File: config.mk
export PLATFORM = sky130hd
export DESIGN_NAME = id_stage
export DESIGN_NICKNAME = d
export VERILOG_FILES = /design/src/rtl/rv32_pkg.sv /design/src/rtl/imm_gen.sv /design/src/rtl/id_stage.sv
export SDC_FILE = /design/constraint.sdc
export NUM_CORES = 1
export LEC_CHECK = 0
export ABC_AREA = 1
export CAP_MARGIN = 30
export CELL_PAD_IN_SITES_DETAIL_PLACEMENT = 0
export CELL_PAD_IN_SITES_GLOBAL_PLACEMENT = 2
export CORE_UTILIZATION = 23
export DETAILED_ROUTE_END_ITERATION = 7
export GPL_TIMING_DRIVEN = 0
export MAX_ROUTING_LAYER = met4
export PLACE_DENSITY_LB_ADDON = 0.1
export SETUP_SLACK_MARGIN = 0.4
export SLEW_MARGIN = 20
export SYNTH_ARGS = -nofsm -noshare
export SYNTH_HDL_FRONTEND = slang
export SYNTH_SLANG_ARGS = --single-unit
File: constraint.sdc
create_clock -name clk -period 1.7 [get_ports clk]
set_input_delay 0.34 -clock clk [delete_from_list [all_inputs] [get_ports clk]]
set_output_delay 0.34 -clock clk [all_outputs]
set_load 0.01 [all_outputs]
File: src/rtl/rv32_pkg.sv
// RV32I opcode constants, immediate-format enum and the per-opcode decode table
// shared by the decode stage and its immediate generator.
package rv32_pkg;

    localparam logic [6:0] OP_R      = 7'b0110011;
    localparam logic [6:0] OP_IMM    = 7'b0010011;
    localparam logic [6:0] OP_LOAD   = 7'b0000011;
    localparam logic [6:0] OP_STORE  = 7'b0100011;
    localparam logic [6:0] OP_BRANCH = 7'b1100011;
    localparam logic [6:0] OP_JAL    = 7'b1101111;
    localparam logic [6:0] OP_JALR   = 7'b1100111;
    localparam logic [6:0] OP_LUI    = 7'b0110111;
    localparam logic [6:0] OP_AUIPC  = 7'b0010111;

    typedef enum logic [2:0] {
        IMM_I,
        IMM_S,
        IMM_B,
        IMM_U,
        IMM_J,
        IMM_NONE
    } imm_fmt_t;

    typedef struct packed {
        logic     use_rs1;
        logic     use_rs2;
        logic     rd_we;
        logic     illegal;
        imm_fmt_t fmt;
    } decode_t;

    // Register usage and immediate layout per opcode; unknown opcodes use nothing.
    function automatic decode_t decode_op(input logic [6:0] opcode);
        decode_t d;
        d.use_rs1 = 1'b0;
        d.use_rs2 = 1'b0;
        d.rd_we   = 1'b0;
        d.illegal = 1'b0;
        d.fmt     = IMM_NONE;
        case (opcode)
            OP_R: begin
                d.use_rs1 = 1'b1;
                d.use_rs2 = 1'b1;
                d.rd_we   = 1'b1;
            end
            OP_IMM, OP_LOAD, OP_JALR: begin
                d.use_rs1 = 1'b1;
                d.rd_we   = 1'b1;
                d.fmt     = IMM_I;
            end
            OP_STORE: begin
                d.use_rs1 = 1'b1;
                d.use_rs2 = 1'b1;
                d.fmt     = IMM_S;
            end
            OP_BRANCH: begin
                d.use_rs1 = 1'b1;
                d.use_rs2 = 1'b1;
                d.fmt     = IMM_B;
            end
            OP_JAL: begin
                d.rd_we = 1'b1;
                d.fmt   = IMM_J;
            end
            OP_LUI, OP_AUIPC: begin
                d.rd_we = 1'b1;
                d.fmt   = IMM_U;
            end
            default: d.illegal = 1'b1;
        endcase
        return d;
    endfunction

endpackage

File: src/rtl/imm_gen.sv
// Combinational RV32I immediate extraction; every format sign-extends from instr[31].
module imm_gen
    import rv32_pkg::*;
(
    input  logic [31:7] instr,
    input  imm_fmt_t    fmt,
    output logic [31:0] imm
);

    always_comb begin
        imm = '0;
        case (fmt)
            IMM_I:   imm = {{21{instr[31]}}, instr[30:20]};
            IMM_S:   imm = {{21{instr[31]}}, instr[30:25], instr[11:7]};
            IMM_B:   imm = {{20{instr[31]}}, instr[7], instr[30:25], instr[11:8], 1'b0};
            IMM_U:   imm = {instr[31:12], 12'b0};
            IMM_J:   imm = {{12{instr[31]}}, instr[19:12], instr[20], instr[30:21], 1'b0};
            default: imm = '0;
        endcase
    end

endmodule

File: src/rtl/id_stage.sv
// RV32I decode stage: reads RegFile operands, tracks in-flight destinations in a
// scoreboard to stall RAW hazards, and holds the result in an ID/EX register.
module id_stage
    import rv32_pkg::*;
#(
    parameter int XLEN  = 32,
    parameter int NREGS = 32
) (
    input  logic            clk,
    input  logic            reset,
    input  logic            in_valid,
    output logic            in_ready,
    input  logic [31:0]     in_instr,
    input  logic [XLEN-1:0] in_pc,
    output logic [4:0]      rs1,
    output logic [4:0]      rs2,
    output logic            readEn,
    input  logic [XLEN-1:0] readOut1,
    input  logic [XLEN-1:0] readOut2,
    input  logic            wb_valid,
    input  logic [4:0]      wb_rd,
    output logic            out_valid,
    input  logic            out_ready,
    output logic [XLEN-1:0] out_pc,
    output logic [XLEN-1:0] out_op1,
    output logic [XLEN-1:0] out_op2,
    output logic [31:0]     out_imm,
    output logic [4:0]      out_rd,
    output logic            out_wen,
    output logic [6:0]      out_opcode,
    output logic [2:0]      out_funct3,
    output logic            out_funct7b,
    output logic            out_illegal
);

    // Handshakes: a transfer happens on a rising edge where valid & ready are both
    // high; valid never waits on ready, and a held valid keeps its payload stable.

    decode_t          dec;
    logic [4:0]       rd;
    logic             wen;
    logic [31:0]      imm;
    logic             hazard;
    logic             fire;
    logic [NREGS-1:0] busy;
    logic [NREGS-1:0] busy_nxt;

    assign dec    = decode_op(in_instr[6:0]);
    assign rs1    = in_instr[19:15];
    assign rs2    = in_instr[24:20];
    assign rd     = in_instr[11:7];
    assign readEn = in_valid;
    assign wen    = dec.rd_we & (rd != 5'd0);

    imm_gen u_imm_gen (
        .instr (in_instr[31:7]),
        .fmt   (dec.fmt),
        .imm   (imm)
    );

    assign hazard   = (dec.use_rs1 & busy[rs1]) | (dec.use_rs2 & busy[rs2]);
    assign in_ready = ~hazard & (~out_valid | out_ready);
    assign fire     = in_valid & in_ready;

    // Set after clear so a producer issuing alongside an older writeback keeps rd busy.
    always_comb begin
        busy_nxt = busy;
        if (wb_valid) begin
            busy_nxt[wb_rd] = 1'b0;
        end
        if (fire && wen) begin
            busy_nxt[rd] = 1'b1;
        end
        busy_nxt[0] = 1'b0;
    end

    always_ff @(posedge clk or negedge reset) begin
        if (!reset) begin
            busy        <= '0;
            out_valid   <= 1'b0;
            out_pc      <= '0;
            out_op1     <= '0;
            out_op2     <= '0;
            out_imm     <= '0;
            out_rd      <= '0;
            out_wen     <= 1'b0;
            out_opcode  <= '0;
            out_funct3  <= '0;
            out_funct7b <= 1'b0;
            out_illegal <= 1'b0;
        end else begin
            busy <= busy_nxt;
            if (fire) begin
                out_valid   <= 1'b1;
                out_pc      <= in_pc;
                out_op1     <= readOut1;
                out_op2     <= readOut2;
                out_imm     <= imm;
                out_rd      <= rd;
                out_wen     <= wen;
                out_opcode  <= in_instr[6:0];
                out_funct3  <= in_instr[14:12];
                out_funct7b <= in_instr[30];
                out_illegal <= dec.illegal;
            end else if (out_ready) begin
                out_valid <= 1'b0;
            end
        end
    end

endmodule

Word level (Yosys, flattened, before mapping):

Cells that the tools add are included.

* register bits after elaboration: 178
* input bits: 138
* output and inout port bits: 159
* word-level logic and storage cells: 73

* magnitude comparators: 6
* equal/unequal tests: 13
* mux-type cells: 18
* bitwise gates (word level): 12
* reduce and logical (&&, ||, !) cells: 12

Operator list (number)
* $pmux 32 s5: 1
* $mux 32: 2
* $and 32x32->32: 1
* $not 32->32: 1
* $or 32x32->32: 1
* $lt 5x6->1 const B: 4
* $eq 7x6->1 const B: 3
* $eq 7x7->1 const B: 3
* $pmux 3 s5: 1
* $eq 7x5->1 const B: 2
* $bmux 1 s5: 2
* $demux 1 s5: 2
* $ge 5x1->1 const B: 2
* $mux 1: 10
* $reduce_or 9->1: 1
* $eq 7x2->1 const B: 1
* $reduce_or 7->1: 1
* $eq 3x2->1 const B: 2
* $reduce_or 3->1: 2
* $reduce_or 6->1: 1
* $and 1x1->1: 5
* $reduce_bool 5->1: 1
* $eq 3x1->1 const B: 1
* $eq 3x3->1 const B: 1
* other kinds (6): 10

Longest topological paths before layout:

Gate-level depths: netlist of the first run.

* depth after elaboration: 10
* gate-level depth with buffers: 16
* depth with buffers taken out: 13

By module:

From an unflattened synthesis of the first run, not the netlist that was laid out.

* cell total of the unflattened synthesis: 1145
* area, all modules: 8864.8 um^2

Modules (own cells, without submodules)
* id_stage: times used 1, cells each 1043, area an instance 8270.4 um^2, sequential area each 4454.3 um^2
* imm_gen: times used 1, cells each 102, area an instance 594.3 um^2, sequential area each 0.0 um^2

Least setup slack after synthesis of the first run:

Ideal clock, no wire load.

* path type: input port to flip-flop
* start: input in_instr[20]
* end: register out_imm[12]
* setup time: 0.117 ns
* arrival: 1.745 ns
* data required time: 1.583 ns
* setup slack: -0.162 ns
* stages: 16
* path buffers: 4
* cell sequence: buf_4 clkinv_2 buf_6 nand2_1 nand3_1 nand3_1 nand3_1 nand3_1 nand3_1 nand2_2 nor2_8 nand2_2 buf_4 buf_4 nand2_1 nand2_1

* longest elaborated chain between the ends: 7

Ends and longest elaborated chain
* start: declaration: RTL line id_stage.sv:13 `input logic [31:0] in_instr,`
* $bmux 1 s5: RTL line id_stage.sv:61 `assign hazard = (dec.use_rs1 & busy[rs1]) | (dec.use_rs2 & busy[rs2]);`
* $mux 1 (not written as such): RTL line id_stage.sv:61
* $and 1x1->1: RTL line id_stage.sv:61
* $or 1x1->1: RTL line id_stage.sv:61
* $not 1->1: RTL line id_stage.sv:62 `assign in_ready = ~hazard & (~out_valid | out_ready);`
* $and 1x1->1: RTL line id_stage.sv:62
* $and 1x1->1: RTL line id_stage.sv:63 `assign fire = in_valid & in_ready;`
* end signal: assignment: RTL line id_stage.sv:98 `out_imm <= imm;`
* end: declaration: RTL line id_stage.sv:27 `output logic [31:0] out_imm,`

No other way between the ends. The select of a mux whose other input is x is not followed.
A chain may end at the register's enable or synchronous reset.

Worst setup path after layout of the first run:

* start: register busy[6]
* end: register out_imm[14]

* longest elaborated chain between the ends: 7
* elaborated cells between the ends (all ways): 10
* classes of those cells: mux: 4; bitwise: 6

Ends and longest elaborated chain
* start: declaration: RTL line id_stage.sv:45 `logic [NREGS-1:0] busy;`
* start signal: assignment: RTL line id_stage.sv:92 `busy <= busy_nxt;`
* $bmux 1 s5: RTL line id_stage.sv:61
* $mux 1 (not written as such): RTL line id_stage.sv:61
* $and 1x1->1: RTL line id_stage.sv:61
* $or 1x1->1 (*): RTL line id_stage.sv:61
* $not 1->1 (*): RTL line id_stage.sv:62
* $and 1x1->1 (*): RTL line id_stage.sv:62
* $and 1x1->1 (*): RTL line id_stage.sv:63

Every way passes the cells marked *; elsewhere a longest branch is shown, timed or not. The select of a mux whose other input is x is not followed.

==> results of run 1 <==
-- through the flow --
step | hold WS [ns] | std cells | setup slack [ns]
after global placement | 0.453 | 1857 | -8.15
after floorplan | 0.0444 | 1096 | -0.104
final | 0.286 | 2046 | -0.517
after global routing | 0.279 | 2046 | -0.626
after detailed placement | 0.266 | 1859 | -1.65
after CTS | 0.247 | 1960 | -0.562
-- power breakdown --
| group | switching (W) | internal [W] |
|---|---|---|
| clock network | 0.00186 | 0.00221 |
| logic | 0.00192 | 0.00223 |
| registers | 0.000319 | 0.00471 |
-- synthesized netlist by cell type --
master,number,area share
sky130_fd_sc_hd__buf_4,31,0.027
sky130_fd_sc_hd__nand2_2,2,0.0015
sky130_fd_sc_hd__nor3_2,1,0.0012
sky130_fd_sc_hd__nand2_1,411,0.18
sky130_fd_sc_hd__o21ai_2,1,0.0010
sky130_fd_sc_hd__dfrtp_1,178,0.52
sky130_fd_sc_hd__nor2_4,2,0.0026
sky130_fd_sc_hd__nor2_8,1,0.0023
sky130_fd_sc_hd__a22oi_1,1,0.00087
sky130_fd_sc_hd__nor3_1,2,0.0012
sky130_fd_sc_hd__clkbuf_1,18,0.0079
sky130_fd_sc_hd__o22ai_1,6,0.0044
sky130_fd_sc_hd__clkinv_2,1,0.00058
sky130_fd_sc_hd__a21oi_1,7,0.0041
sky130_fd_sc_hd__or2_1,1,0.00073
sky130_fd_sc_hd__inv_2,5,0.0022
sky130_fd_sc_hd__buf_1,3,0.0013
sky130_fd_sc_hd__nand4_1,31,0.023
sky130_fd_sc_hd__nand3_1,215,0.13
sky130_fd_sc_hd__clkinv_1,1,0.00044
sky130_fd_sc_hd__o21ai_0,54,0.031
sky130_fd_sc_hd__a31oi_1,1,0.00073
sky130_fd_sc_hd__inv_1,48,0.021
sky130_fd_sc_hd__buf_2,26,0.015
sky130_fd_sc_hd__nand3_2,1,0.0012
sky130_fd_sc_hd__a41oi_1,6,0.0061
sky130_fd_sc_hd__nor2_1,39,0.017
sky130_fd_sc_hd__buf_6,1,0.0013
sky130_fd_sc_hd__nor2_2,2,0.0015
-- timing repair --
action | 4_1_cts | 5_1_grt
endpoints found under the hold margin | 42 | 0
hold buffers | 1 | 0
gates resized for setup | 856 | 243
cloned | 11 | 12
pin swaps | 34 | 57
endpoints found under the setup margin | 334 | 326
setup buffers | 57 | 74
-- layout by cell type (no fill, tap or decap), types with 21 or more instances in the layout --
cell	instances
sky130_fd_sc_hd__nor2_1	36
sky130_fd_sc_hd__buf_8	21
sky130_fd_sc_hd__dfrtp_1	177
sky130_fd_sc_hd__nand2_1	292
sky130_fd_sc_hd__nand4_1	31
sky130_fd_sc_hd__buf_6	98
sky130_fd_sc_hd__nand3_1	156
sky130_fd_sc_hd__inv_1	44
sky130_fd_sc_hd__buf_4	129
sky130_fd_sc_hd__buf_2	78
sky130_fd_sc_hd__o21ai_0	50
sky130_fd_sc_hd__nand2_2	87
sky130_fd_sc_hd__clkbuf_16	29
sky130_fd_sc_hd__nand3_2	58
sky130_fd_sc_hd__nand2_4	33
sky130_fd_sc_hd__clkdlybuf4s50_1	121
-- per-layer routing --
layer	vias to the layer above	global-route usage	wire (um)
met5	-	-	0
met4	0	0.0525	501
met1	4458	0.252	17100
met2	212	0.321	18600
li1	4532	-	-
met3	23	0.0366	1520
-- logic make-up (layout without fill, tap and decap cells) --
logic type      count (synthesis)  count (layout)  share of synthesized area
compound gates                 76              76                     0.0486
flops                         178             178                      0.518
buf+inv                       134             616                     0.0769
simple gates                  708             708                      0.356
-- worst max-delay path: stages (launching register included) --
cell                        delay (ns)
sky130_fd_sc_hd__dfrtp_1          0.41
sky130_fd_sc_hd__nand2_1          0.07
sky130_fd_sc_hd__nand3_1          0.07
sky130_fd_sc_hd__nand3_1          0.12
sky130_fd_sc_hd__nand3_1          0.11
sky130_fd_sc_hd__nand2_2          0.07
sky130_fd_sc_hd__nand2_1          0.08
sky130_fd_sc_hd__nand2_2          0.06
sky130_fd_sc_hd__nor2_4           0.13
sky130_fd_sc_hd__nor2_8           0.05
sky130_fd_sc_hd__buf_6            0.11
sky130_fd_sc_hd__buf_12           0.13
sky130_fd_sc_hd__buf_12           0.13
sky130_fd_sc_hd__clkbuf_16        0.18
sky130_fd_sc_hd__buf_12           0.13
sky130_fd_sc_hd__clkbuf_16        0.15
sky130_fd_sc_hd__nand3_2          0.05
sky130_fd_sc_hd__nand2_1          0.06
-- final timing paths --
check	start	to	slack, ns	depth (start not counted)
max	busy[6]	out_imm[14]	-0.52	17
min	in_instr[2]	out_opcode[2]	0.29	3
max reg2reg	busy[6]	out_imm[14]	-0.52	17
min reg2reg	out_op1[4]	out_op1[4]	0.47	2
max in group asynchronous	reset	busy[25]	0.60	3
min in group asynchronous	reset	out_pc[25]	0.37	2
-- area by class of cell --
| class | instances | area [um2] |
|---|---|---|
| buffer | 79 | 807 |
| clock buffer | 20 | 447 |
| clock inverter | 12 | 133 |
| fill | 3762 | 21300 |
| inverter | 55 | 220 |
| multi-input combinational | 784 | 4330 |
| sequential | 178 | 4460 |
| tap | 468 | 586 |
| timing repair buffer | 450 | 4460 |
-- state kept, by name, summed over array words and instances (netlist names) --
signal	flops
out_opcode	7
out_imm	32
out_funct3	3
busy	31
out_funct7b	1
out_pc	32
out_illegal	1
out_valid	1
out_rd	5
out_op2	32
out_wen	1
out_op1	32
==> impl_metrics.prom, run 1 <==
# TYPE chip_impl_metric gauge
chip_impl_metric{name="syn_area_per_cell",unit="um2"} 7.84
chip_impl_info{name="violations",value="negative setup slack"} 1
chip_impl_metric{name="total_routing_resource_utilization_after_global_routing",unit=""} 0.198
chip_impl_metric{name="setup_total_negative_slack",unit="ns"} -75.39
chip_impl_metric{name="power.total",unit="W"} 0.0132
chip_impl_metric{name="syn_nets",unit=""} 1234
chip_impl_metric{name="ir_drop",unit="mV"} 0.718
chip_impl_metric{name="ctsHtreeMaxLevel",unit=""} 4
chip_impl_metric{name="routed_wire_length_per_instance",unit="um"} 18.4
chip_impl_metric{name="worst_setup_hold_path_clk_slew",unit="ns"} 0.07
chip_impl_metric{name="grt_start_max_net_pins",unit=""} 70
chip_impl_metric{name="numCtsBuffers",unit=""} 17
chip_impl_metric{name="worst_clock_skew",unit="ns"} 0.0109
chip_impl_metric{name="clk-insertion-delay-late",unit="ns"} 0.46
chip_impl_metric{name="wire_length_of_the_first_global_routing_pass",unit="um"} 55100
chip_impl_info{name="endpoint_kind",value="flip-flop"} 1
chip_impl_metric{name="cap_viol_max_count",unit=""} 0
chip_impl_info{name="outcome",value="finished with violations"} 1
chip_impl_metric{name="gpl.final_weighted_congestion",unit=""} 0.843
chip_impl_metric{name="vias",unit=""} 9225
chip_impl_metric{name="finalCoreUtilization",unit=""} 0.421
chip_impl_info{name="critical_path_class",value="flip-flop to flip-flop"} 1
chip_impl_info{name="worst_setup_path_start_kind",value="flip-flop"} 1
chip_impl_metric{name="finalWirelength",unit="um"} 37700
chip_impl_metric{name="power_leakage",unit="nW"} 7.81
chip_impl_metric{name="critPathMaxFanout",unit=""} 7
chip_impl_metric{name="fp.dieW",unit="um"} 195
chip_impl_metric{name="worst_pin_slew",unit="ns"} 0.738
chip_impl_metric{name="postSynthCellCount",unit=""} 1096
chip_impl_metric{name="finalSetupViolations",unit=""} 179
chip_impl_metric{name="final_layout_size_suffix_gt1_frac",unit=""} 0.389
chip_impl_info{name="grt_setup_unrepaired",value="yes"} 1
chip_impl_metric{name="num_ports",unit=""} 297
chip_impl_metric{name="post_drt_via_cell_ratio",unit=""} 4.51
chip_impl_metric{name="clock_sinks",unit=""} 178
chip_impl_metric{name="drc",unit=""} 0
chip_impl_metric{name="antennaDiodeCount",unit=""} 0
chip_impl_metric{name="clk_path_buf_depth",unit=""} 2
chip_impl_metric{name="detail_route.iter0.violations",unit=""} 425
chip_impl_metric{name="starting_density",unit=""} 0.234
chip_impl_metric{name="cellPowerDensity",unit="nW/um2"} 857
chip_impl_metric{name="first_global_vias",unit=""} 8935
chip_impl_metric{name="core_area",unit="um2"} 36700
chip_impl_metric{name="postLayoutCellArea",unit="um2"} 15400
chip_impl_metric{name="ant_nets",unit=""} 0
chip_impl_metric{name="ys_warn_count",unit=""} 0
chip_impl_metric{name="placedInstanceArea",unit="um2"} 12300
chip_impl_metric{name="final_critical_path_setup_slack",unit="ns"} -0.517
chip_impl_metric{name="fin_crit",unit="ns"} 2.22
chip_impl_metric{name="ys_seq_area_frac",unit=""} 0.518
chip_impl_metric{name="die-height",unit="um"} 195
chip_impl_metric{name="syn_area",unit="um2"} 8600
chip_impl_metric{name="globalRoute.totalOverflow",unit=""} 0
chip_impl_metric{name="hold_viol",unit=""} 0
chip_impl_metric{name="tritonroute_pass_1_iters",unit=""} 5
chip_impl_metric{name="placement_rows",unit=""} 70
chip_impl_metric{name="distinct_cells_synth",unit=""} 29
chip_impl_metric{name="dp_hpwl",unit="um"} 26100
chip_impl_metric{name="area_delta_synth_final",unit="%"} 79.6
chip_impl_metric{name="data_required_time_at_the_worst_endpoint",unit="ns"} 2.05
chip_impl_metric{name="ys_seq_elements",unit=""} 178
chip_impl_info{name="cts_root_buf",value="sky130_fd_sc_hd__clkbuf_16"} 1
chip_impl_metric{name="timing_max_transition_violations_final",unit=""} 0
chip_impl_metric{name="max_clock_freq",unit="MHz"} 451
chip_impl_metric{name="antenna_found_initial",unit=""} 0
chip_impl_metric{name="die-area",unit="um2"} 38100
chip_impl_info{name="timing.hold.worst.class",value="input pin to flip-flop"} 1
chip_impl_metric{name="buffer_ports.inserted",unit=""} 293
chip_impl_info{name="clock_tree_from_tritoncts",value="built"} 1
chip_impl_metric{name="final.period_utilization",unit=""} 1.30
chip_impl_metric{name="timing.critical_path.arrival",unit="ns"} 2.57
chip_impl_metric{name="layout.nets",unit=""} 1703
chip_impl_metric{name="max_slew_margin",unit=""} 0.508
No activity file was read; power rests on OpenSTA's default activity.
==> inputs of run 2 (changes only) <==
- CTS_CLUSTER_DIAMETER: unset -> 150
- HOLD_SLACK_MARGIN: unset -> 0.02
==> results of run 2 <==
Final layout, timing and power as in run 1 (identical DEF).
